==> src/rtl/tap_pkg.sv <==
// rtl/tap_pkg.sv - shared TAP state encoding, built-in opcodes and IR capture pattern
package tap_pkg;

   typedef enum logic [3:0] {
      EXIT2_DR         = 4'h0,
      EXIT1_DR         = 4'h1,
      SHIFT_DR         = 4'h2,
      PAUSE_DR         = 4'h3,
      SELECT_IR_SCAN   = 4'h4,
      UPDATE_DR        = 4'h5,
      CAPTURE_DR       = 4'h6,
      SELECT_DR_SCAN   = 4'h7,
      EXIT2_IR         = 4'h8,
      EXIT1_IR         = 4'h9,
      SHIFT_IR         = 4'hA,
      PAUSE_IR         = 4'hB,
      RUN_TEST_IDLE    = 4'hC,
      UPDATE_IR        = 4'hD,
      CAPTURE_IR       = 4'hE,
      TEST_LOGIC_RESET = 4'hF
   } tap_state_t;

   localparam int OP_EXTEST         = 0;
   localparam int OP_SAMPLE_PRELOAD = 1;
   localparam int OP_IDCODE         = 2;
   localparam int OP_USERCODE       = 3;

   // Low two bits are 2'b01, all higher bits zero; callers truncate to IR width.
   function automatic logic [31:0] ir_capture_pat();
      return 32'h0000_0001;
   endfunction

endpackage

==> src/rtl/tap_fsm.sv <==
// rtl/tap_fsm.sv - IEEE 1149.1 16-state TAP FSM with one-hot state decodes
module tap_fsm
   import tap_pkg::*;
(
   input  logic i_tck,
   input  logic i_trst_n,
   input  logic i_tms,
   output logic o_next_tlr,
   output logic o_tlr,
   output logic o_rti,
   output logic o_capture_dr,
   output logic o_shift_dr,
   output logic o_pause_dr,
   output logic o_update_dr,
   output logic o_capture_ir,
   output logic o_shift_ir,
   output logic o_update_ir
);

   tap_state_t r_state;
   tap_state_t w_state_next;

   always_ff @(posedge i_tck or negedge i_trst_n) begin
      if (!i_trst_n)
         r_state <= TEST_LOGIC_RESET;
      else
         r_state <= w_state_next;
   end

   // Five TMS=1 edges reach TEST_LOGIC_RESET from any state through this table alone.
   always_comb begin
      w_state_next = r_state;
      case (r_state)
         TEST_LOGIC_RESET: w_state_next = i_tms ? TEST_LOGIC_RESET : RUN_TEST_IDLE;
         RUN_TEST_IDLE:    w_state_next = i_tms ? SELECT_DR_SCAN   : RUN_TEST_IDLE;
         SELECT_DR_SCAN:   w_state_next = i_tms ? SELECT_IR_SCAN   : CAPTURE_DR;
         CAPTURE_DR:       w_state_next = i_tms ? EXIT1_DR         : SHIFT_DR;
         SHIFT_DR:         w_state_next = i_tms ? EXIT1_DR         : SHIFT_DR;
         EXIT1_DR:         w_state_next = i_tms ? UPDATE_DR        : PAUSE_DR;
         PAUSE_DR:         w_state_next = i_tms ? EXIT2_DR         : PAUSE_DR;
         EXIT2_DR:         w_state_next = i_tms ? UPDATE_DR        : SHIFT_DR;
         UPDATE_DR:        w_state_next = i_tms ? SELECT_DR_SCAN   : RUN_TEST_IDLE;
         SELECT_IR_SCAN:   w_state_next = i_tms ? TEST_LOGIC_RESET : CAPTURE_IR;
         CAPTURE_IR:       w_state_next = i_tms ? EXIT1_IR         : SHIFT_IR;
         SHIFT_IR:         w_state_next = i_tms ? EXIT1_IR         : SHIFT_IR;
         EXIT1_IR:         w_state_next = i_tms ? UPDATE_IR        : PAUSE_IR;
         PAUSE_IR:         w_state_next = i_tms ? EXIT2_IR         : PAUSE_IR;
         EXIT2_IR:         w_state_next = i_tms ? UPDATE_IR        : SHIFT_IR;
         UPDATE_IR:        w_state_next = i_tms ? SELECT_DR_SCAN   : RUN_TEST_IDLE;
         default:          w_state_next = TEST_LOGIC_RESET;
      endcase
   end

   assign o_next_tlr   = (w_state_next == TEST_LOGIC_RESET);
   assign o_tlr        = (r_state == TEST_LOGIC_RESET);
   assign o_rti        = (r_state == RUN_TEST_IDLE);
   assign o_capture_dr = (r_state == CAPTURE_DR);
   assign o_shift_dr   = (r_state == SHIFT_DR);
   assign o_pause_dr   = (r_state == PAUSE_DR);
   assign o_update_dr  = (r_state == UPDATE_DR);
   assign o_capture_ir = (r_state == CAPTURE_IR);
   assign o_shift_ir   = (r_state == SHIFT_IR);
   assign o_update_ir  = (r_state == UPDATE_IR);

endmodule

==> src/rtl/tap_ctrl_multi.sv <==
// rtl/tap_ctrl_multi.sv - JTAG TAP with IR, IDCODE/BYPASS DRs, N user chains and TDO mux
// Optional USERCODE DR enabled by defining TAP_USERCODE_EN.
module tap_ctrl_multi
   import tap_pkg::*;
#(
   parameter int          IR_LENGTH      = 4,
   parameter logic [31:0] IDCODE_VALUE   = 32'h149511c3,
   parameter int          NUM_CHAINS     = 4,
   parameter int          USER_BASE      = 8,
   parameter logic [31:0] USERCODE_VALUE = 32'h00000001
) (
   input  logic                  tck_pad_i,
   input  logic                  trstn_pad_i,
   input  logic                  tms_pad_i,
   input  logic                  tdi_pad_i,
   output logic                  tdo_pad_o,
   output logic                  tdo_padoe_o,
   output logic                  tdo_o,
   output logic                  test_logic_reset_o,
   output logic                  run_test_idle_o,
   output logic                  capture_dr_o,
   output logic                  shift_dr_o,
   output logic                  pause_dr_o,
   output logic                  update_dr_o,
   output logic                  extest_select_o,
   output logic                  sample_preload_select_o,
   output logic [NUM_CHAINS-1:0] chain_select_o,
   input  logic                  bs_chain_tdi_i,
   input  logic [NUM_CHAINS-1:0] chain_tdi_i
);

   localparam logic [IR_LENGTH-1:0] IR_EXTEST  = IR_LENGTH'(OP_EXTEST);
   localparam logic [IR_LENGTH-1:0] IR_SAMPLE  = IR_LENGTH'(OP_SAMPLE_PRELOAD);
   localparam logic [IR_LENGTH-1:0] IR_IDCODE  = IR_LENGTH'(OP_IDCODE);
   localparam logic [IR_LENGTH-1:0] IR_CAPTURE = IR_LENGTH'(ir_capture_pat());

   if (IR_LENGTH < 2 || IR_LENGTH > 32) begin : g_err_irlen
      $error("tap_ctrl_multi: IR_LENGTH must be within 2..32");
   end
   if (IDCODE_VALUE[0] != 1'b1) begin : g_err_idcode
      $error("tap_ctrl_multi: IDCODE_VALUE bit 0 must be 1");
   end
   if (NUM_CHAINS < 1) begin : g_err_nchains
      $error("tap_ctrl_multi: NUM_CHAINS must be at least 1");
   end
   if (USER_BASE + NUM_CHAINS - 1 >= (2 ** IR_LENGTH) - 1) begin : g_err_userbase
      $error("tap_ctrl_multi: user opcodes collide with BYPASS");
   end

   logic w_next_tlr, w_tlr, w_capture_dr, w_shift_dr, w_capture_ir, w_shift_ir, w_update_ir;

   tap_fsm u_fsm (
      .i_tck        (tck_pad_i),
      .i_trst_n     (trstn_pad_i),
      .i_tms        (tms_pad_i),
      .o_next_tlr   (w_next_tlr),
      .o_tlr        (w_tlr),
      .o_rti        (run_test_idle_o),
      .o_capture_dr (w_capture_dr),
      .o_shift_dr   (w_shift_dr),
      .o_pause_dr   (pause_dr_o),
      .o_update_dr  (update_dr_o),
      .o_capture_ir (w_capture_ir),
      .o_shift_ir   (w_shift_ir),
      .o_update_ir  (w_update_ir)
   );

   logic [IR_LENGTH-1:0] r_ir_shift;
   logic [IR_LENGTH-1:0] r_latched_ir;
   logic [31:0]          r_idcode;
   logic                 r_bypass;

   always_ff @(posedge tck_pad_i or negedge trstn_pad_i) begin
      if (!trstn_pad_i)
         r_ir_shift <= '0;
      else if (w_capture_ir)
         r_ir_shift <= IR_CAPTURE;
      else if (w_shift_ir)
         r_ir_shift <= {tdi_pad_i, r_ir_shift[IR_LENGTH-1:1]};
   end

   // UPDATE_IR never precedes TEST_LOGIC_RESET directly, so the two loads are exclusive.
   always_ff @(posedge tck_pad_i or negedge trstn_pad_i) begin
      if (!trstn_pad_i)
         r_latched_ir <= IR_IDCODE;
      else if (w_next_tlr)
         r_latched_ir <= IR_IDCODE;
      else if (w_update_ir)
         r_latched_ir <= r_ir_shift;
   end

   logic                  w_sel_idcode;
   logic [NUM_CHAINS-1:0] w_chain_sel;

   assign w_sel_idcode            = (r_latched_ir == IR_IDCODE);
   assign extest_select_o         = (r_latched_ir == IR_EXTEST);
   assign sample_preload_select_o = (r_latched_ir == IR_SAMPLE);

   for (genvar k = 0; k < NUM_CHAINS; k++) begin : g_chain_sel
      assign w_chain_sel[k] = (r_latched_ir == IR_LENGTH'(USER_BASE + k));
   end
   assign chain_select_o = w_chain_sel;

   always_ff @(posedge tck_pad_i or negedge trstn_pad_i) begin
      if (!trstn_pad_i)
         r_idcode <= '0;
      else if (w_capture_dr && w_sel_idcode)
         r_idcode <= IDCODE_VALUE;
      else if (w_shift_dr && w_sel_idcode)
         r_idcode <= {tdi_pad_i, r_idcode[31:1]};
   end

   always_ff @(posedge tck_pad_i or negedge trstn_pad_i) begin
      if (!trstn_pad_i)
         r_bypass <= 1'b0;
      else if (w_capture_dr)
         r_bypass <= 1'b0;
      else if (w_shift_dr)
         r_bypass <= tdi_pad_i;
   end

`ifdef TAP_USERCODE_EN
   if (USER_BASE == OP_USERCODE) begin : g_err_usercode
      $error("tap_ctrl_multi: USER_BASE collides with USERCODE");
   end

   logic        w_sel_usercode;
   logic [31:0] r_usercode;

   assign w_sel_usercode = (r_latched_ir == IR_LENGTH'(OP_USERCODE));

   always_ff @(posedge tck_pad_i or negedge trstn_pad_i) begin
      if (!trstn_pad_i)
         r_usercode <= '0;
      else if (w_capture_dr && w_sel_usercode)
         r_usercode <= USERCODE_VALUE;
      else if (w_shift_dr && w_sel_usercode)
         r_usercode <= {tdi_pad_i, r_usercode[31:1]};
   end
`else
   logic w_unused_usercode;
   assign w_unused_usercode = ^USERCODE_VALUE;
`endif

   logic w_tdo_mux;
   logic w_chain_tdo;

   always_comb begin
      w_chain_tdo = 1'b0;
      for (int k = 0; k < NUM_CHAINS; k++) begin
         if (w_chain_sel[k])
            w_chain_tdo = chain_tdi_i[k];
      end
   end

   always_comb begin
      w_tdo_mux = r_bypass;
      if (w_shift_ir)
         w_tdo_mux = r_ir_shift[0];
      else if (w_sel_idcode)
         w_tdo_mux = r_idcode[0];
`ifdef TAP_USERCODE_EN
      else if (w_sel_usercode)
         w_tdo_mux = r_usercode[0];
`endif
      else if (extest_select_o || sample_preload_select_o)
         w_tdo_mux = bs_chain_tdi_i;
      else if (|w_chain_sel)
         w_tdo_mux = w_chain_tdo;
   end

   always_ff @(negedge tck_pad_i or negedge trstn_pad_i) begin
      if (!trstn_pad_i) begin
         tdo_pad_o   <= 1'b0;
         tdo_padoe_o <= 1'b0;
      end else begin
         tdo_padoe_o <= w_shift_ir | w_shift_dr;
         if (w_shift_ir || w_shift_dr)
            tdo_pad_o <= w_tdo_mux;
      end
   end

   assign tdo_o              = tdi_pad_i;
   assign test_logic_reset_o = w_tlr;
   assign capture_dr_o       = w_capture_dr;
   assign shift_dr_o         = w_shift_dr;

endmodule

==> config.mk <==
export PLATFORM = sky130hd
export DESIGN_NAME = tap_ctrl_multi
export DESIGN_NICKNAME = d
export VERILOG_FILES = /design/src/rtl/tap_pkg.sv /design/src/rtl/tap_fsm.sv /design/src/rtl/tap_ctrl_multi.sv
export SDC_FILE = /design/constraint.sdc
export NUM_CORES = 1
export LEC_CHECK = 0
export ABC_CLOCK_PERIOD_IN_PS = 3600
export CORE_MARGIN = 4
export CORE_UTILIZATION = 55
export CTS_CLUSTER_SIZE = 25
export DETAILED_ROUTE_END_ITERATION = 10
export MAX_ROUTING_LAYER = met4
export PLACE_DENSITY = 0.8
export SLEW_MARGIN = 20
export SYNTH_ARGS = -nofsm -noshare
export SYNTH_HDL_FRONTEND = slang
export SYNTH_SLANG_ARGS = --single-unit
==> constraint.sdc <==
create_clock -name tck_pad_i -period 3.6 [get_ports tck_pad_i]
set_input_delay 0.72 -clock tck_pad_i [delete_from_list [all_inputs] [get_ports tck_pad_i]]
set_output_delay 0.72 -clock tck_pad_i [all_outputs]
set_load 0.1 [all_outputs]
==> results.md <==
- Tot Pwr: 2.266 mW
- H-tree level count: 2
- Post-CTS setup buffer count: 0
- Internal: 1.203 mW
- Iteration-0 DRC Markers: 126
- Die area: 5183 um^2
- Data required, critical path: 1.92 ns
- Sink Count: 47
- Critical R2R Launch: r_latched_ir[3]$_DFFE_PN0P_
- Die width: 71.99 um
- Sequential-to-total area share from yosys stat: 52.50%
- RSZ-0062 raised after global routing: false
- Critical path class: input pin to register
- Drt drc: 0
- Leakage: 1.124 nW
- GRT Util Overall: 17.44%
- Synth Area per Inst: 9.423 um^2
- Vias in the first global route: 1567
- Post-Syn Nets: 248
- Placed instance count: 297
- Core ar.: 3799 um^2
- Drt first pass iters: 4
- First-pass GRT wire length: 7065 um
- Hold Crit Class: input pin to asynchronous set/reset pin
- Endpoint class of the critical path: register
- Worst reg2reg setup slack: 0.38 ns
- Logic pwr share: 46.7%
- Power share of the sequential group: 40.1%
- Worst-path clk slew: 0.08 ns
- Syn Std Cell Area: 2252 um^2
- Post-cts sizing count: 0
- Crit Path Max Fanout: 1
- Multi-input gate area: 920.9 um^2
- Synth unique cells: 41
- CP startpoint kind: input pin
- Total CTS buffers: 5
- Clk network pwr share: 13.3%
- Initial antenna violation count: 0
- Root Driver: clkbuf_8
- Largest net degree at the start of global routing: 65
- Insertion delay to the later sink of the worst-skew pair: 0.29 ns
- Drt total wl: 3852 um
- Worst hold margin: 0.2226 ns
- Fillers: 317
- Commonest non-fill, non-tap cell in the layout: nand2_1
- Hpwl dp: 2650 um
- P&R area growth vs syn: 11.94%
- Synthesized flop and latch total: 47
- Nets: 265
- Setup violators final: 0
- Hold Buf Count CTS: 0
- Final ANT Viol Nets: 0
- Vias/cell: 5.262
- Antenna diode count: 0
- Worst IR Drop VDD: 0.0004425 V
- TritonCTS clock tree: yes
- Max Cap Viol: 0
- Switching share of power: 46.90%
- R2R cell count: 4
- Clock Tree Buf Depth: 2
- DR vias: 1605
- Slew Limit Fails: 0
- Vert. Die Dim: 71.99 um
- Status: completed
- YS warnings: 0
- Remaining Overflow, GRT: 0
- Fin. Hold Viols: 0
- GPL Wtd Cong: 0.7646
- FP Rows: 22
- Psw: 1.063 mW
- Clk_skew: 0.005642 ns
- Cells after synthesis: 239
- Most frequent cells in the layout: 67 x nand2_1, 40 x dfrtp_1, 27 x nor2_1
- Main flop type after synthesis: dfrtp_1
- Initial Util: 59.29%
- Final Util: 66.37%
- Slew @ Worst Pin: 0.6842 ns
- Num ports: 24
- Routed len/inst: 12.63 um
- Ys async rst share: 100.0%
- Post-synth EDFFs: 0
- IO Port Bufs: 23
- Cell Pwr Density: 898.6 nW/um^2
- RR Endpoint: tdo_pad_o$_DFFE_NN0P_
- Post-route insts no fill: 305
- Critical Path AT: 1.80 ns
- Reg area: 1182 um^2
- Worst rel slew slack: 54.39%
- Share of post-route cells with drive strength above 1: 21.40%
## cell usage after synthesis (2+ instances only)
cell       n  area (um^2)
dfrtp_1   40         1001
o21ai_0    8        40.04
clkbuf_1   3        11.26
buf_6      9        101.4
nor2_1    27        101.4
nand2b_1   2        12.51
nand2_1   67        251.5
inv_1      2        7.510
mux2i_1    4        40.04
nor4_1     2        12.51
nor3b_1    2        15.01
buf_4      3        22.52
nand3_1    2        10.01
o21ai_2   10        87.58
o21ai_1   22        110.1
a21oi_1    2        10.01
dfstp_2    5        131.4
dfrtn_1    2        50.05
nor3_1     5        25.02
## how the worst max path moves through the flow
stage / to / slack (ns) / cells past startpoint / startpoint
global placement: tdo_pad_o$_DFFE_NN0P_ / -0.17 / 5 / chain_tdi_i[3]
detailed placement: tdo_pad_o$_DFFE_NN0P_ / -0.19 / 5 / chain_tdi_i[2]
CTS: tdo_pad_o$_DFFE_NN0P_ / 0.12 / 5 / chain_tdi_i[3]
global route: tdo_pad_o$_DFFE_NN0P_ / 0.08 / 5 / chain_tdi_i[3]
floorplan: tdo_pad_o$_DFFE_NN0P_ / -0.57 / 3 / u_fsm.r_state[1]$_DFF_PN1_
finish: tdo_pad_o$_DFFE_NN0P_ / 0.13 / 5 / chain_tdi_i[3]
## sequential cells by signal, indices dropped and copies added, names as in the netlist
signal / flops
r_bypass: 1
r_idcode: 32
r_ir_shift: 4
r_latched_ir: 4
tdo_pad_o: 1
tdo_padoe_o: 1
u_fsm.r_state: 4
## power by group through the flow
stage / Sequential (mW) / Combinational (mW) / Clock [mW]
after global routing: 0.938 / 1.15 / 0.333
after detailed placement: 0.918 / 1.07 / 0
after floorplan: 0.882 / 0.900 / 0
after CTS: 0.907 / 1.07 / 0.312
after global placement: 0.912 / 1.04 / 0
final: 0.908 / 1.06 / 0.300
## through the flow
step	worst slack, ns	TNS [ns]	instance area, um^2
final	0.1262	0	2521
after global routing	0.08127	0	2521
after CTS	0.1201	0	2521
after detailed placement	-0.1883	-0.1883	2436
after global placement	-0.1701	-0.1701	2436
after floorplan	-0.5707	-0.5707	2275
## cells by family (layout without fill, tap and decap cells)
logic type	count (synthesis)	count (layout)	synth area share, %
AOI/OAI and AO/OA	51	51	14.56
buffers and inverters	21	39	7.611
DFF	47	47	52.50
muxes	5	5	2.278
and+or+nand+nor	115	115	23.06
## layer usage
metal  global-route usage (%)  share of wire, %
met1                    22.37                47
met2                    28.47                48
met3                    2.909               3.7
met4                    5.428               1.3
met5                        -                 0
## critical path: stages
cell and delay, ns:
clkdlybuf4s50_1 0.39, mux2_2 0.26, nor3b_1 0.19, a221o_1 0.15, a311oi_2 0.09
## layout make-up
| type | instances | area share [%] |
|---|---|---|
| flip-flops and latches | 47 | 46.90 |
| multi-input cells | 171 | 36.53 |
| clock buffers | 6 | 2.878 |
| well taps | 48 | 2.382 |
| repair buffers | 27 | 10.12 |
| clock inverters | 2 | 0.4963 |
| inverters | 4 | 0.6948 |
(Power assumes the default switching activity.)
